## config.mk

```make
export PLATFORM = sky130hd
export DESIGN_NAME = pipe_seq_ctrl
export DESIGN_NICKNAME = d
export VERILOG_FILES = /design/src/rtl/pipe_seq_ctrl.sv
export SDC_FILE = /design/constraint.sdc
export NUM_CORES = 1
export LEC_CHECK = 0
export CORE_MARGIN = 5
export CORE_UTILIZATION = 42
export CTS_CLUSTER_DIAMETER = 30
export DETAILED_ROUTE_END_ITERATION = 16
export GPL_ROUTABILITY_DRIVEN = 0
export PLACE_DENSITY = 0.81
export SLEW_MARGIN = 20
export SYNTH_ARGS = -nofsm -noshare
export SYNTH_HDL_FRONTEND = slang
export SYNTH_SLANG_ARGS = --single-unit
export TNS_END_PERCENT = 100
```

## constraint.sdc

```tcl
create_clock -name clk -period 1.7 [get_ports clk]
set_input_delay 0.17 -clock clk [delete_from_list [all_inputs] [get_ports clk]]
set_output_delay 0.17 -clock clk [all_outputs]
set_load 0.01 [all_outputs]
```

## src/rtl/pipe_seq_ctrl.sv

```systemverilog
// pipe_seq_ctrl
// Sequencing and hazard controller for a 4-stage 8-bit pipeline (IF, ID, EX, WB).
// Resolves jumps in ID, handles HALT instructions and host halt/step/resume
// with a fixed drain period, selects EX forwarding and the ID register-file
// bypass, and counts retired instructions.
//
// Ports:
//   clk, rst                     clock (rising edge), async active-high reset
//   host_halt_req/step/resume    host debug controls (level / pulse / pulse)
//   if_pc, id_pc                 PCs of the IF and ID instructions
//   id_valid, id_inst            IF/ID contents ([7:6] op, [5:3] rd, [5:0] imm)
//   ex_valid/ex_rd/ex_regwrite   ID/EX stage info
//   wb_valid/wb_rd/wb_regwrite   EX/WB stage info
//   pc_en, pc_load, pc_target    PC control (pc_load overrides pc_en)
//   ifid_en, ifid_flush          IF/ID control (flush wins over enable)
//   fwd_a, id_bypass             forwarding / bypass selects
//   halted, state                controller state (00 RUN 01 DRAIN 10 HALTED 11 STEP)
//   retired                      retired instruction count (wraps)
module pipe_seq_ctrl #(
  parameter int unsigned DRAIN_CYCLES = 3,
  parameter bit          START_HALTED = 1'b0
) (
  input  logic        clk,
  input  logic        rst,
  input  logic        host_halt_req,
  input  logic        host_step,
  input  logic        host_resume,
  input  logic [7:0]  if_pc,
  input  logic [7:0]  id_pc,
  input  logic        id_valid,
  input  logic [7:0]  id_inst,
  input  logic        ex_valid,
  input  logic [2:0]  ex_rd,
  input  logic        ex_regwrite,
  input  logic        wb_valid,
  input  logic [2:0]  wb_rd,
  input  logic        wb_regwrite,
  output logic        pc_en,
  output logic        pc_load,
  output logic [7:0]  pc_target,
  output logic        ifid_en,
  output logic        ifid_flush,
  output logic        fwd_a,
  output logic        id_bypass,
  output logic        halted,
  output logic [1:0]  state,
  output logic [15:0] retired
);

  typedef enum logic [1:0] {
    ST_RUN    = 2'b00,
    ST_DRAIN  = 2'b01,
    ST_HALTED = 2'b10,
    ST_STEP   = 2'b11
  } state_t;

  localparam logic [2:0] DRAIN_LOAD = 3'(DRAIN_CYCLES - 1);
  localparam state_t     RESET_STATE = START_HALTED ? ST_HALTED : ST_RUN;

  state_t      state_reg;
  logic [2:0]  drain_cnt_reg;
  logic [15:0] retired_reg;

  // Decode of the IF/ID instruction
  logic [7:0] pc_inc;
  logic [7:0] jtgt;
  logic       jmp;
  logic       hlt;

  // ex_regwrite is informational only: forwarding depends on the WB writer.
  logic       unused_ok;
  assign unused_ok = ex_regwrite;

  assign pc_inc = id_pc + 8'd1;
  // Jump stays within the 64-byte page of the following instruction.
  assign jtgt   = {pc_inc[7:6], id_inst[5:0]};
  assign jmp    = id_valid & (id_inst[7:6] == 2'b11);
  assign hlt    = id_valid & (id_inst[7:6] == 2'b10);

  // State machine
  always_ff @(posedge clk or posedge rst) begin
    if (rst) begin
      state_reg     <= RESET_STATE;
      drain_cnt_reg <= 3'd0;
    end else begin
      case (state_reg)
        ST_RUN: begin
          if (hlt || host_halt_req) begin
            state_reg     <= ST_DRAIN;
            drain_cnt_reg <= DRAIN_LOAD;
          end
        end
        ST_DRAIN: begin
          if (drain_cnt_reg == 3'd0) begin
            state_reg <= ST_HALTED;
          end else begin
            drain_cnt_reg <= drain_cnt_reg - 3'd1;
          end
        end
        ST_HALTED: begin
          if (host_resume) begin
            state_reg <= ST_RUN;
          end else if (host_step) begin
            state_reg <= ST_STEP;
          end
        end
        ST_STEP: begin
          state_reg     <= ST_DRAIN;
          drain_cnt_reg <= DRAIN_LOAD;
        end
        default: state_reg <= RESET_STATE;
      endcase
    end
  end

  // Retire counter
  always_ff @(posedge clk or posedge rst) begin
    if (rst) begin
      retired_reg <= 16'd0;
    end else if (wb_valid) begin
      retired_reg <= retired_reg + 16'd1;
    end
  end

  // Combinational pipeline control
  always_comb begin
    pc_en      = 1'b0;
    pc_load    = 1'b0;
    pc_target  = pc_inc;
    ifid_en    = 1'b0;
    ifid_flush = 1'b0;
    if (rst) begin
      ifid_flush = 1'b1;
    end else begin
      case (state_reg)
        ST_RUN: begin
          pc_en   = 1'b1;
          ifid_en = 1'b1;
          if (jmp) begin
            // Jump target wins even if a host halt is pending.
            pc_load    = 1'b1;
            pc_target  = jtgt;
            ifid_flush = 1'b1;
          end else if (hlt) begin
            pc_load    = 1'b1;
            pc_target  = pc_inc;
            ifid_flush = 1'b1;
          end else if (host_halt_req) begin
            // Discard the fetched instruction; it is refetched on resume.
            pc_load    = 1'b1;
            pc_target  = if_pc;
            ifid_flush = 1'b1;
          end
        end
        ST_DRAIN: begin
          ifid_flush = 1'b1;
          if (jmp) begin
            pc_load   = 1'b1;
            pc_target = jtgt;
          end
        end
        ST_HALTED: begin
          ifid_flush = 1'b1;
        end
        ST_STEP: begin
          pc_en   = 1'b1;
          ifid_en = 1'b1;
        end
        default: ifid_flush = 1'b1;
      endcase
    end
  end

  // Forwarding and bypass
  assign fwd_a     = ~rst & ex_valid & wb_valid & wb_regwrite & (wb_rd == ex_rd);
  assign id_bypass = ~rst & id_valid & wb_valid & wb_regwrite & (wb_rd == id_inst[5:3]);

  assign halted  = (state_reg == ST_HALTED);
  assign state   = state_reg;
  assign retired = retired_reg;

endmodule

```

==> results.json <==
{
  "crit_fanout": 8,
  "drv_cap": 0,
  "postRouteAntennaNets": 0,
  "cts-htree-levels": 1,
  "synth_area_mm2": 0.00164,
  "setup_slack_ns": -0.319,
  "arrival_ns": 1.85,
  "grt_pass1_wl_um": 9200,
  "fin_nets": 352,
  "num_antenna_cells": 0,
  "hold_viol": 0,
  "grt_usage_pct": 21.5,
  "totalPowerFinal_mw": 3.41,
  "syn-num-nets": 235,
  "wl_met3_um": 342,
  "worstSetupPathType": "flip-flop to output port",
  "avgSynthCellArea_um2": 8.78,
  "numCtsBuffers": 3,
  "slew_viol_final": 0,
  "ys_top_cells_by_count": "dfrtp_1, xnor2_1",
  "hold_path_class": "input pin to asynchronous set/reset pin",
  "worst_path_largest_cell_delay_ns": 0.42,
  "firstDrtPassIters": 4,
  "yosysTopAreaCellShare_pct": 32.0,
  "synth_area_leader_cell": "dfrtp_1",
  "tns_ns": -1.41,
  "die_area_mm2": 0.00526,
  "tritoncts": "yes",
  "critPathCaptureType": "output port",
  "finalCritPeriodShare_pct": 119,
  "worstMarginPinSlew_ns": 0.282,
  "dr_wl_met2_um": 3140,
  "failed_checks": "setup timing",
  "rsz0062_at_grt": "yes",
  "dr_total_vias": 1903,
  "syn-instance-count": 187,
  "cts.clk_slew.worst_paths_ns": 0.08,
  "die_width_um": 72.5,
  "grt_pass1_vias": 2033,
  "clkLatencyLatePin_ns": 0.26,
  "wl_um": 5970,
  "yosysSeqAreaShare_pct": 32.0,
  "synth_cell_type_count": 45,
  "synth_edf_count": 0,
  "status": "finished, violations left",
  "post-route-min-period_ns": 2.02,
  "first_iter_violations": 98,
  "dpl.hpwl_um": 4230,
  "antenna_found_initial": 0,
  "grt_max_degree": 13,
  "ys.flop_type": "dfrtp_1",
  "drcViolationCount": 0,
  "core.rowCount": 22,
  "vias_per_cell": 5.42,
  "worstPathCellList": "inv_2 > ha_4 > buf_6 > nor2_4 > nor2_4 > buf_6 > o21ai_1 > o2bb2ai_1 > buf_2",
  "max_freq_mhz": 495,
  "syn_to_final_growth_pct": 77.7,
  "yosysMostFrequentCell": "dfrtp_1",
  "clockBufferDepth": 2,
  "io_pins": 73,
  "core_mm2": 0.00372,
  "async_flop_share_pct": 100,
  "worst-path-stages": 9,
  "wl_met1_um": 2410,
  "initial_core_util_pct": 44.2,
  "cp-start-kind": "flip-flop",
  "relSlewSlack_pct": 81.0,
  "critPathRequiredTime_ns": 1.53,
  "yosys_warnings": 0,
  "wl_per_cell_um": 17.0,
  "crit_family": "buffers and inverters",
  "cp_num_buf_inv": 4,
  "grt_overflow": 0,
  "setup_viol": 8,
  "finalClockSkew_ns": 0.00591,
  "dieHeight_um": 72.5,
  "p_leak_nw": 1.29,
  "synthTopCellsByArea": "dfrtp_1, xnor2_1, xor2_1",
  "largest_reg_flops": 16,
  "worstRegToRegCells": 8,
  "power.density_mw_per_mm2": 1170,
  "root_buffer": "clkbuf_8",
  "drive_gt1_share_pct": 33.7,
  "ys_ff_latch": 21,
  "cts_sinks": 21,
  "vdd_drop_max_mv": 0.961,
  "critPathSlowestCell": "dfrtp_1",
  "highest_layer": "met4",
  "portBuffers": 71
}
[timing repair]
item                                    in CTS  in global routing
pin swaps                                    7                  9
hold buffers                                 0                  0
endpoints found under the setup margin      15                 14
buffers inserted                             9                  6
gates resized for setup                     68                 42
[layout make-up]
class,instances,area (µm²)
flip-flops and latches,21,526
well taps,48,60.1
repair buffers,119,1030
fillers,249,798
clock inverters,1,5.00
clock buffers,3,41.3
inverters,8,32.5
multi-input cells,151,1220
[final timing paths]
path	from	endpoint	slack [ns]
max	state[0]$_DFFE_PP0P_	pc_target[1]	-0.32
min	rst	retired[12]$_DFFE_PP0P_	0.38
max reg2reg	state[0]$_DFFE_PP0P_	drain_cnt_reg[0]$_DFFE_PP0P_	0.07
min reg2reg	retired[15]$_DFFE_PP0P_	retired[15]$_DFFE_PP0P_	0.47
max in group asynchronous	rst	drain_cnt_reg[2]$_DFFE_PP0P_	1.09
min in group clk	retired[15]$_DFFE_PP0P_	retired[15]$_DFFE_PP0P_	0.47
[power by group]
group,internal [mW],total (mW),leakage (nW),switching [mW]
Sequential,0.641,0.805,0.269,0.163
Combinational,1.25,2.28,0.992,1.03
Clock,0.163,0.324,0.0255,0.161
[cells by family after synthesis]
| family | Yosys count | synth area share, % |
|---|---|---|
| multiplexers | 2 | 1.30 |
| flip-flops | 21 | 32.0 |
| AO/OA/AOI/OAI | 44 | 19.3 |
| AND/OR/NAND/NOR | 70 | 22.3 |
| buffers and inverters | 15 | 4.57 |
| adder cells (fa/ha/maj) | 8 | 6.10 |
| XOR/XNOR | 27 | 14.4 |
[stage by stage]
| step | cells | hold WS [ns] | area (µm²) | util, % | setup slack [ns] |
|---|---|---|---|---|---|
| CTS | 345 | 0.351 | 2790 | 75.1 | -0.244 |
| global route | 351 | 0.399 | 2920 | 78.5 | -0.379 |
| global placement | 333 | 0.461 | 2620 | 70.6 | -0.584 |
| floorplan | 187 | 0.0553 | 1640 | - | 0.0842 |
| detailed placement | 333 | 0.467 | 2620 | 70.6 | -0.711 |
| finish | 351 | 0.376 | 2920 | 78.5 | -0.319 |
[routing by layer]
| metal | track usage [%] | vias up |
|---|---|---|
| met2 | 40.0 | 71 |
| met5 | 0 | - |
| met1 | 25.2 | 921 |
| met3 | 4.29 | 8 |
| met4 | 4.71 | 0 |
| li1 | - | 903 |
[layout by cell type, fill, tap and decap left out, types with 4 or more instances in the layout]
master / Yosys / layout
nand4_1: 6 / 6
buf_4: 4 / 41
buf_2: 3 / 9
buf_6: 0 / 8
xnor2_1: 14 / 14
ha_1: 8 / 5
xor2_1: 13 / 11
o21ai_1: 2 / 6
nand3_1: 13 / 11
clkdlybuf4s50_1: 0 / 50
and3_1: 9 / 7
dfrtp_1: 21 / 21
nor2_1: 13 / 9
o2bb2ai_1: 5 / 5
inv_1: 7 / 5
nand2_1: 13 / 12
a21oi_1: 7 / 4
dlygate4sd2_1: 0 / 8
o21ai_0: 9 / 4
a21oi_2: 2 / 4
[worst min-delay path: stages]
cell and delay (ns):
clkdlybuf4s50_1 0.48, inv_4 0.13, buf_4 0.21
(Power assumes the default switching activity.)
